==> config.mk <==
export PLATFORM = sky130hd
export DESIGN_NAME = add_share_arb_flat
export DESIGN_NICKNAME = d
export VERILOG_FILES = /design/src/rtl/adder_pkg.sv /design/src/rtl/add_share_arb_if.sv /design/src/rtl/rca.sv /design/src/rtl/rr_pick.sv /design/src/rtl/add_share_arb.sv /design/src/flat_wrapper.sv
export SDC_FILE = /design/constraint.sdc
export NUM_CORES = 1
export LEC_CHECK = 0
export CORE_UTILIZATION = 30
export DETAILED_ROUTE_END_ITERATION = 8
export PLACE_DENSITY_LB_ADDON = 0.2
export SYNTH_ARGS = -nofsm -noshare
export SYNTH_HDL_FRONTEND = slang
export SYNTH_SLANG_ARGS = --single-unit
==> constraint.sdc <==
create_clock -name clk -period 12.19 [get_ports clk]
set_clock_uncertainty 0.05 [all_clocks]
set_input_delay 2.438 -clock clk [delete_from_list [all_inputs] [get_ports clk]]
set_output_delay 2.438 -clock clk [all_outputs]
set_load 0.03 [all_outputs]
==> src/rtl/adder_pkg.sv <==
// Shared definitions for the shared-adder arbiter: default sizes, ID width
// helper and the output buffer state type.
package adder_pkg;

  localparam int NREQ_DEF = 4;
  localparam int SIZE_DEF = 4;

  typedef enum logic {
    BUF_EMPTY = 1'b0,
    BUF_FULL  = 1'b1
  } buf_state_e;

  function automatic int idw(input int n);
    return (n > 1) ? $clog2(n) : 1;
  endfunction

endpackage

==> src/rtl/add_share_arb_if.sv <==
// Request/response bundle between the requesters/consumer and add_share_arb.
interface add_share_arb_if
  import adder_pkg::*;
#(
  parameter int NREQ = NREQ_DEF,
  parameter int SIZE = SIZE_DEF,
  parameter int IDW  = idw(NREQ)
);
  logic [NREQ-1:0]      req_valid;
  logic [NREQ*SIZE-1:0] req_a;
  logic [NREQ*SIZE-1:0] req_b;
  logic [NREQ-1:0]      req_ready;
  logic                 rsp_valid;
  logic                 rsp_ready;
  logic [IDW-1:0]       rsp_id;
  logic [SIZE-1:0]      rsp_sum;
  logic                 rsp_cout;

  modport master (
    output req_valid, req_a, req_b, rsp_ready,
    input  req_ready, rsp_valid, rsp_id, rsp_sum, rsp_cout
  );

  modport slave (
    input  req_valid, req_a, req_b, rsp_ready,
    output req_ready, rsp_valid, rsp_id, rsp_sum, rsp_cout
  );
endinterface

==> src/rtl/rca.sv <==
// Ripple-carry adder; MY_SUM=1 builds the explicit full-adder chain,
// otherwise the sum is left to the synthesis tool's adder.
module rca #(
  parameter int SIZE   = 4,
  parameter int MY_SUM = 1
) (
  input  logic [SIZE-1:0] a,
  input  logic [SIZE-1:0] b,
  input  logic            cin,
  output logic [SIZE-1:0] sum,
  output logic            cout
);
  if (MY_SUM == 1) begin : g_ripple
    logic [SIZE:0] c;
    assign c[0] = cin;
    for (genvar i = 0; i < SIZE; i++) begin : g_fa
      assign sum[i]   = a[i] ^ b[i] ^ c[i];
      assign c[i+1]   = (a[i] & b[i]) | (c[i] & (a[i] ^ b[i]));
    end
    assign cout = c[SIZE];
  end else begin : g_behav
    assign {cout, sum} = {1'b0, a} + {1'b0, b} + {{SIZE{1'b0}}, cin};
  end
endmodule

==> src/rtl/rr_pick.sv <==
// Combinational round-robin pick: first valid index at or after ptr, wrapping.
module rr_pick
  import adder_pkg::*;
#(
  parameter int NREQ = NREQ_DEF,
  localparam int IDW = idw(NREQ)
) (
  input  logic [NREQ-1:0] valid,
  input  logic [IDW-1:0]  ptr,
  output logic            any,
  output logic [IDW-1:0]  win_id,
  output logic [NREQ-1:0] win_oh
);
  logic           found;
  logic [IDW-1:0] idx;

  always_comb begin
    found  = 1'b0;
    win_id = '0;
    idx    = '0;
    for (int k = 0; k < NREQ; k++) begin
      idx = IDW'((int'(ptr) + k) % NREQ);
      if (!found && valid[idx]) begin
        found  = 1'b1;
        win_id = idx;
      end
    end
  end

  assign any    = |valid;
  assign win_oh = any ? (NREQ'(1) << win_id) : '0;
endmodule

==> src/rtl/add_share_arb.sv <==
// Shares one rca among NREQ requesters: round-robin grant, operand mux,
// and a one-entry output buffer that can drain and refill in the same cycle.
module add_share_arb
  import adder_pkg::*;
#(
  parameter int NREQ = NREQ_DEF,
  parameter int SIZE = SIZE_DEF
) (
  input  logic          clk,
  input  logic          rst,
  add_share_arb_if.slave bus
);
  localparam int IDW = idw(NREQ);

  logic [IDW-1:0]  ptr;
  logic [IDW-1:0]  win_id;
  logic [NREQ-1:0] win_oh;
  logic            any;
  logic            can_accept;
  logic            accept;
  logic [SIZE-1:0] a_sel;
  logic [SIZE-1:0] b_sel;
  logic [SIZE-1:0] sum_p0;
  logic            cout_p0;
  logic [SIZE-1:0] sum_p1;
  logic            cout_p1;
  logic [IDW-1:0]  id_p1;
  buf_state_e      state;
  buf_state_e      state_nxt;

  rr_pick #(.NREQ(NREQ)) u_pick (
    .valid  (bus.req_valid),
    .ptr    (ptr),
    .any    (any),
    .win_id (win_id),
    .win_oh (win_oh)
  );

  assign can_accept    = (state == BUF_EMPTY) | bus.rsp_ready;
  assign accept        = !rst & can_accept & any;
  assign bus.req_ready = accept ? win_oh : '0;

  // Stage p0: one-hot AND-OR operand mux into the shared adder
  always_comb begin
    a_sel = '0;
    b_sel = '0;
    for (int i = 0; i < NREQ; i++) begin
      if (win_oh[i]) begin
        a_sel = bus.req_a[i*SIZE +: SIZE];
        b_sel = bus.req_b[i*SIZE +: SIZE];
      end
    end
  end

  rca #(.SIZE(SIZE), .MY_SUM(1)) u_rca (
    .a    (a_sel),
    .b    (b_sel),
    .cin  (1'b0),
    .sum  (sum_p0),
    .cout (cout_p0)
  );

  always_ff @(posedge clk) begin
    if (rst) state <= BUF_EMPTY;
    else     state <= state_nxt;
  end

  always_comb begin
    state_nxt = state;
    case (state)
      BUF_EMPTY: if (accept) state_nxt = BUF_FULL;
      BUF_FULL:  if (bus.rsp_ready && !accept) state_nxt = BUF_EMPTY;
      default:   state_nxt = BUF_EMPTY;
    endcase
  end

  // Stage p1: output buffer; contents hold after a drain
  always_ff @(posedge clk) begin
    if (rst) begin
      sum_p1  <= '0;
      cout_p1 <= 1'b0;
      id_p1   <= '0;
      ptr     <= '0;
    end else if (accept) begin
      sum_p1  <= sum_p0;
      cout_p1 <= cout_p0;
      id_p1   <= win_id;
      ptr     <= (win_id == IDW'(NREQ - 1)) ? '0 : win_id + 1'b1;
    end
  end

  assign bus.rsp_valid = (state == BUF_FULL);
  assign bus.rsp_sum   = sum_p1;
  assign bus.rsp_cout  = cout_p1;
  assign bus.rsp_id    = id_p1;
endmodule
==> src/flat_wrapper.sv <==
// flat-port wrapper written by rule: the top's interface ports become plain ports
module add_share_arb_flat import adder_pkg::*;
#(
  parameter int NREQ = NREQ_DEF,
  parameter int SIZE = SIZE_DEF
)
  (clk, rst, bus_req_valid, bus_req_a, bus_req_b, bus_rsp_ready, bus_req_ready, bus_rsp_valid, bus_rsp_id, bus_rsp_sum, bus_rsp_cout);
  add_share_arb_if #(.NREQ(NREQ), .SIZE(SIZE)) bus_i ();
  input  logic clk;
  input  logic rst;
  input wire logic [$bits(bus_i.req_valid)-1:0] bus_req_valid;
  input wire logic [$bits(bus_i.req_a)-1:0] bus_req_a;
  input wire logic [$bits(bus_i.req_b)-1:0] bus_req_b;
  input wire logic [$bits(bus_i.rsp_ready)-1:0] bus_rsp_ready;
  output wire logic [$bits(bus_i.req_ready)-1:0] bus_req_ready;
  output wire logic [$bits(bus_i.rsp_valid)-1:0] bus_rsp_valid;
  output wire logic [$bits(bus_i.rsp_id)-1:0] bus_rsp_id;
  output wire logic [$bits(bus_i.rsp_sum)-1:0] bus_rsp_sum;
  output wire logic [$bits(bus_i.rsp_cout)-1:0] bus_rsp_cout;
  assign bus_i.req_valid = bus_req_valid;
  assign bus_i.req_a = bus_req_a;
  assign bus_i.req_b = bus_req_b;
  assign bus_i.rsp_ready = bus_rsp_ready;
  assign bus_req_ready = bus_i.req_ready;
  assign bus_rsp_valid = bus_i.rsp_valid;
  assign bus_rsp_id = bus_i.rsp_id;
  assign bus_rsp_sum = bus_i.rsp_sum;
  assign bus_rsp_cout = bus_i.rsp_cout;
  add_share_arb #(.NREQ(NREQ), .SIZE(SIZE)) u_core (.clk(clk), .rst(rst), .bus(bus_i));
endmodule
## Word level (Yosys, flattened, before mapping)

Index checks and enable logic that the tools add are counted.
W data, S select, Z words.

- Output and inout bits: 12
- Register bits after elaboration: 10
- Word-level logic and storage cells: 75

- $lt $le $gt $ge: 4
- Reductions and logical operators: 10
- Add/subtract/negate cells: 4
- Muxes and demuxes: 29
- Eq/ne operators: 1
- Shift operators: 1
- Bitwise gates (word level): 21

Operator list:

| kind | number |
|---|---|
| $mux W4 | 10 |
| $lt A2 B3 Y1 const B | 4 |
| $mux W2 | 5 |
| $and A1 B1 Y1 | 9 |
| $mux W1 | 9 |
| $bmux W1 S2 | 4 |
| $xor A1 B1 Y1 | 7 |
| $logic_not A1 Y1 | 5 |
| $add A2 B1 Y2 const B | 2 |
| $add A2 B2 Y2 const B | 2 |
| $logic_and A1 B1 Y1 | 4 |
| $or A1 B1 Y1 | 4 |
| $reduce_or A4 Y1 | 1 |
| $shl A1 B2 Y4 const A | 1 |
| $eq A2 B2 Y1 const B | 1 |
| $pmux W1 S2 | 1 |
| $not A1 Y1 | 1 |

## Longest topological paths before layout

Gate-level depths: netlist of the first run.

- Depth in word-level cells: 25
- Mapped depth: 17

## Hierarchy

Synthesis of the first run repeated with hierarchy kept, for this count alone.

- Cells, all modules: 131
- Area, all modules: 970.9 um^2

By module, submodules not included:

| module | instances | cells each | sequential area each (um^2) | area an instance (um^2) |
|---|---|---|---|---|
| add_share_arb | 1 | 86 | 200.2 | 634.4 |
| rr_pick | 1 | 31 | 0.0 | 219.0 |
| rca | 1 | 14 | 0.0 | 117.6 |

## Least setup slack after synthesis of the first run

No wires, ideal clock.

- Kind: input to output
- Start point: in bus_req_valid[2]
- End point: out bus_req_ready[3]
- Path slack: 5.674 ns
- Required time: 9.702 ns
- Buffers on the path: 2
- Stages on the path: 7
- Data arrival time: 4.028 ns
- Cells stage by stage: mux2i_1 -> nor2_1 -> nor3_1 -> ha_1 -> clkbuf_1 -> buf_1 -> and2_1

- Cells in the longest elaborated chain, start to end: 15

RTL lines:

| element | line | text |
|---|---|---|
| start, declared | flat_wrapper.sv:11 | `input wire logic [$bits(bus_i.req_valid)-1:0] bus_req_valid;` |
| $bmux W1 S2 | rr_pick.sv:23 | `if (!found && valid[idx]) begin` |
| $mux W1 (implied by the code) | rr_pick.sv:23 |  |
| $mux W1 | rr_pick.sv:23 |  |
| $logic_not A1 Y1 | rr_pick.sv:23 |  |
| $logic_and A1 B1 Y1 | rr_pick.sv:23 |  |
| $mux W1 | rr_pick.sv:23 |  |
| $logic_not A1 Y1 | rr_pick.sv:23 |  |
| $logic_and A1 B1 Y1 | rr_pick.sv:23 |  |
| $mux W1 | rr_pick.sv:23 |  |
| $logic_not A1 Y1 | rr_pick.sv:23 |  |
| $logic_and A1 B1 Y1 | rr_pick.sv:23 |  |
| $mux W2 (*) | rr_pick.sv:23 |  |
| named net u_core.u_pick.win_id[0] | rr_pick.sv:11 | `output logic [IDW-1:0] win_id,` |
| $shl A1 B2 Y4 (*) | rr_pick.sv:31 | `assign win_oh = any ? (NREQ'(1) << win_id) : '0;` |
| $mux W4 (*) | rr_pick.sv:31 |  |
| $mux W4 (*) | add_share_arb.sv:41 | `assign bus.req_ready = accept ? win_oh : '0;` |
| end, declared | flat_wrapper.sv:15 | `output wire logic [$bits(bus_i.req_ready)-1:0] bus_req_ready;` |

The timed path passes the listed nets; every way through them passes the cells marked *. The select of a mux whose other input is x is not followed.

## Final worst setup path of the first run

- Start point: in bus_req_valid[0]
- End point: out bus_req_ready[3]

Same word-level chain as after synthesis.

==> results of run 1 <==
-- flip-flops by register name, indices dropped and copies added (netlist names) --
| signal | cells |
|---|---|
| u_core.bus.rsp_cout | 1 |
| u_core.ptr | 2 |
| u_core.bus.rsp_valid | 1 |
| u_core.bus.rsp_id | 2 |
| u_core.bus.rsp_sum | 4 |
-- where the power goes --
| part | internal (mW) | total [mW] | switching (mW) |
|---|---|---|---|
| registers | 0.0398 | 0.0439 | 0.00406 |
| clock network | 0.0181 | 0.0292 | 0.0111 |
| logic | 0.0464 | 0.101 | 0.0545 |
-- metal layers --
layer / up-vias / global-route usage, %
met5: - / 0
met1: 437 / 18.36
li1: 530 / -
met3: 6 / 2.494
met4: 0 / 6.969
met2: 34 / 26.74
-- layout make-up --
cell class              count  share of cell area (%)
multi-input cells          98                   43.29
repair buffers             50                   34.42
flip-flops and latches     10                   13.77
inverters                  13                   3.356
well taps                  31                   2.668
clock buffers               4                   2.496
-- cells in the mapped netlist (2+ instances only) --
cell,number,area (sq um)
clkbuf_1,5,18.77
o211ai_1,4,30.03
ha_1,5,62.56
a211oi_1,2,15.01
o21ai_0,8,40.04
dfxtp_1,10,200.2
nor2_1,11,41.29
a22oi_1,8,60.06
and2_1,4,25.02
a21oi_1,21,105.1
inv_1,13,48.80
nand2_1,18,67.56
nor2b_1,2,12.51
mux2i_1,2,20.02
or2_2,2,12.51
fa_1,3,60.06
-- worst min-delay path, stage by stage (launching register included) --
cell	delay, ns
dfxtp_1	0.31
nand2_1	0.05
mux2i_1	0.05
-- final timing paths --
kind | startpoint | to | slack (ns) | cells after the start
hold reg to reg | u_core.bus.rsp_id[1] | u_core.bus.rsp_id[1] | 0.41 | 2
setup reg to reg | u_core.ptr[1] | u_core.bus.rsp_sum[3] | 8.09 | 15
setup / recovery | bus_req_valid[0] | bus_req_ready[3] | 4.58 | 7
hold / removal | u_core.bus.rsp_id[1] | u_core.bus.rsp_id[1] | 0.41 | 2
-- per-stage QoR --
step | utilization, % | power, mW | area [sq um] | cells
global placement | 50.11 | 0.1445 | 1418 | 202
floorplan | - | 0.1089 | 924.6 | 130
global route | 51.39 | 0.1898 | 1454 | 206
finish | 51.39 | 0.1741 | 1454 | 206
detailed placement | 50.11 | 0.1464 | 1418 | 202
CTS | 51.39 | 0.1760 | 1454 | 206
-- kinds of logic after synthesis --
logic type / count (synthesis) / synth area share, %
AOI/OAI and AO/OA: 46 / 29.37
DFF: 10 / 21.65
buffers and inverters: 22 / 10.28
and+or+nand+nor: 42 / 23.27
muxes: 2 / 2.165
adders and majority gates: 8 / 13.26
==> flow_summary.toml, run 1 <==
[timing]
hold_viol_final = 0
post-route-period-util_pct = 62.40
fin_ws_ns = 4.584
setup_viol = 0
slew-limit-headroom_pct = 49.30
finalSetupTns_ns = 0
max_freq_mhz = 131.5
finalMaxSlewViolations = 0
min_period_ns = 7.606
tightestPinTransition_ns = 0.7548
rsz0062_at_grt = "false"
hold_ws_ns = 0.4084

[detailed_routing]
dr.first_iter.drc_count = 25
drtAntennaViolNets = 0
routed-wl-met2_mm = 1.242
wl_met3_microns = 112
met1_length_mm = 1.085
firstDrtPassIters = 6
vias = 1007
avgViaCountPerCell = 4.888
top_layer = "met4"
wl_per_cell_microns = 12.03
wirelength_mm = 2.479
drc_errors = 2

[critical_path]
crit_family = "buffers and inverters"
cp_slowest_stage_delay_ns = 0.66
crit_required_ns = 9.70
cp_num_buf_inv = 2
cp-end-kind = "output pin"
cpMostUsedCell = "clkdlybuf4s50_1"
crit_path_max_fanout = 17
criticalPathCategory = "in -> out"
start_kind = "input port"
crit_chain = "clkdlybuf4s50_1 > mux2i_1 > nor2_1 > nor3_1 > ha_1 > and2_1 > clkdlybuf4s50_1"
slowest_stage = "clkdlybuf4s50_1"
cp.arrival_ns = 5.12

[flow_run]
max_cap_viol_count = 0

[floorplanning]
die_h_microns = 57.52
rows = 19
start_util_pct = 32.68
die_w_microns = 57.52
core_sq_mm = 0.002829
dieArea_sq_mm = 0.003308
ios = 51

[grt]
first_global_vias = 922
grt_overflow = 0
grt_max_degree = 18
antenna_found_initial = 0
grtUsageTotal_pct = 15.34
grt_pass1_wl_mm = 3.912

[placement]
place_congestion = 0.7221
port-buffer-count = 50
place_hpwl_mm = 2.012
preCtsSetupSlack_ns = 4.586

[synth]
synthFlopType = "dfxtp_1"
synthDistinctLibCells = 28
syn_area_per_cell_sq_um = 7.113
netlist_instances = 130
synth_nets = 177
ys_seq_area_share_pct = 21.65
synth_edf_count = 0
syn_area_sq_um = 924.6
yosysWarnings = 0
async_reset_ff_share_pct = 0
synth_seq_cells = 10

[cells_and_area]
diodes = 0
drive_above_1_share_pct = 4.571
multi_input_area_sq_um = 629.4
areaGrowthSynthToFinish_pct = 57.24
nNetsFinal = 223
fillers = 287
final_cell_mix = "clkdlybuf4s50_1, a21oi_1, nand2_1"
register_area_sq_um = 200.2
final_common_cell = "clkdlybuf4s50_1"

[clock_network]
hold_buffers = 0
tritoncts = "yes"
path_clk_slew_ns = 0.07
root_buffer = "clkbuf_4"
insertion_delay_ns = 0.26
cts_buffer_depth = 2
cts_buffers = 3
cts_resized = 0
htree_levels = 1
post-cts-setup-buffer-count = 0
cts.sinks = 10

[power_and_ir_drop]
leakage_nw = 0.6167
ir_worst_vdd_mv = 0.04212
p_per_area_mw_per_mm2 = 119.8

[status]
status = "finished with violations"
violations = "design-rule violations"

[min_path]
hold_class = "reg -> reg"
No activity file was read; power rests on OpenSTA's default activity.
==> run 2, diff against run 1 <==
==> constraint.sdc (replaced) <==
create_clock -name clk -period 7.7 [get_ports clk]
set_clock_uncertainty 0.05 [all_clocks]
set_input_delay 1.54 -clock clk [delete_from_list [all_inputs] [get_ports clk]]
set_output_delay 1.54 -clock clk [all_outputs]
set_load 0.03 [all_outputs]
==> run 2 against run 1 <==
Effect of this change: the run still ends with design-rule violations left; flip-flop and latch count is the same; clock power grew 57%; design area is the same; cell count is the same; critical path depth is the same; core utilization is the same; via count grew 0.60%; non-clock buffer count is the same; sequential power grew 59%; critical endpoint unchanged; largest cell class unchanged; highest routed layer is now met3.
==> flow_summary.toml, run 2 (synthesis results as in run 1) <==
[power_and_ir_drop]
p_per_area_mw_per_mm2 = 190.1
clock_power_share_pct = 16.6
switchingPower_mw = 0.1105
p_comb_share_pct = 58.2
totalPowerFinal_mw = 0.2764
leakage_nw = 0.6167
netSwitchingFraction_pct = 39.97
p_int_mw = 0.1659
ir_worst_vdd_mv = 0.06604
p_seq_share_pct = 25.2

[detailed_routing]
drc_errors = 2
firstDrtPassIters = 6
avgViaCountPerCell = 4.917
wirelength_mm = 2.497
wl_per_cell_microns = 12.12
dr.first_iter.drc_count = 19
vias = 1013
drtAntennaViolNets = 0

[status]
violations = "design-rule violations"
status = "finished with violations"

[flow_run]
max_cap_viol_count = 0

[critical_path]
timing.rr.start = "u_core.ptr[1]"
cp.arrival_ns = 4.22
regToRegEndpoint = "u_core.bus.rsp_sum[3]"
criticalPathCategory = "in -> out"
crit_path_max_fanout = 17
start_kind = "input port"
r2r_cells = 15
cp-end-kind = "output pin"
crit_required_ns = 6.11
r2r_setup_slack_ns = 3.63

[min_path]
hp-start = "u_core.bus.rsp_id[1]"
min_to = "u_core.bus.rsp_id[1]"
hold_class = "reg -> reg"
holdPathStages = 2

[timing]
max_freq_mhz = 172.1
finalSetupTns_ns = 0
hold_viol_final = 0
rsz0062_at_grt = "false"
hold_ws_ns = 0.4103
tightestPinTransition_ns = 0.7647
min_period_ns = 5.812
finalMaxSlewViolations = 0
slew-limit-headroom_pct = 48.64
setup_viol = 0
post-route-period-util_pct = 75.48

[placement]
place_inst = 202
place_congestion = 0.7232
port-buffer-count = 50
place_hpwl_mm = 1.984

[cells_and_area]
nNetsFinal = 223
finalNonFillerCells = 206
largest_register_ffs = 4
drive_above_1_share_pct = 4.571
final_cell_mix = "clkdlybuf4s50_1, a21oi_1, nand2_1"
final_util_pct = 51.39
diodes = 0
areaGrowthSynthToFinish_pct = 57.24
final_common_cell = "clkdlybuf4s50_1"

[floorplanning]
dieArea_sq_mm = 0.003308
rows = 19
start_util_pct = 32.68
ios = 51
die_w_microns = 57.52
die_h_microns = 57.52
core_sq_mm = 0.002829

[grt]
grtUsageTotal_pct = 15.42
antenna_found_initial = 0
grt_max_degree = 18
grt_pass1_wl_mm = 3.974
first_global_vias = 906
grt_overflow = 0

[clock_network]
cts_buffers = 3
cts_buffer_depth = 2
cts.sinks = 10
path_clk_slew_ns = 0.07
cts_resized = 0
hold_buffers = 0
htree_levels = 1
tritoncts = "yes"
root_buffer = "clkbuf_4"
insertion_delay_ns = 0.26
post-cts-setup-buffer-count = 0
==> run 2: cell counts in the layout (fill, tap and decap cells not counted) <==
Identical to the previous run, type by type.
==> run 2: cell type report <==
cell class,instances,area [sq um]
multi-input combinational,98,629.4
clock buffer,4,36.28
fill,280,1375
sequential,10,200.2
inverter,13,48.80
tap,31,38.79
timing repair buffer,50,500.5
==> run 2: how the worst max path moves through the flow <==
| stage | slack [ns] | start | to | cells past startpoint |
|---|---|---|---|---|
| 2_1_floorplan | 2.90 | bus_req_valid[2] | u_core.bus.rsp_sum[3] | 17 |
| 3_3_place_gp | 2.00 | bus_req_valid[0] | bus_req_ready[3] | 7 |
| 3_5_place_dp | 1.90 | bus_req_valid[0] | bus_req_ready[3] | 7 |
| 4_1_cts | 1.90 | bus_req_valid[0] | bus_req_ready[3] | 7 |
| 5_1_grt | 1.71 | bus_req_valid[0] | bus_req_ready[3] | 7 |
| 6_report | 1.89 | bus_req_valid[0] | bus_req_ready[3] | 7 |
==> run 2: per-stage QoR <==
step	area [sq um]	worst slack, ns
after detailed placement	1418	1.902
final	1454	1.888
after global placement	1418	2.002
after CTS	1454	1.895
after floorplan	924.6	2.899
after global routing	1454	1.710
==> run 2: routing by layer <==
layer / part of all wire (%) / track usage (%) / vias up
li1: - / - / 530
met1: 46 / 19.28 / 451
met2: 49 / 27.08 / 32
met3: 5.2 / 2.041 / 0
met4: 0 / 5.226 / 0
met5: 0 / 0 / -
==> run 2: power groups by stage <==
stage / logic, mW / registers (mW) / clock network [mW]
floorplan: 0.0835 / 0.0888 / 0
global placement: 0.158 / 0.0705 / 0
detailed placement: 0.161 / 0.0711 / 0
CTS: 0.162 / 0.0699 / 0.0480
global route: 0.179 / 0.0712 / 0.0495
finish: 0.161 / 0.0697 / 0.0458
==> run 2: critical path: stages <==
cell,delay [ns]
clkdlybuf4s50_1,0.52
mux2i_1,0.17
nor2_1,0.05
nor3_1,0.45
ha_1,0.60
and2_1,0.21
clkdlybuf4s50_1,0.66
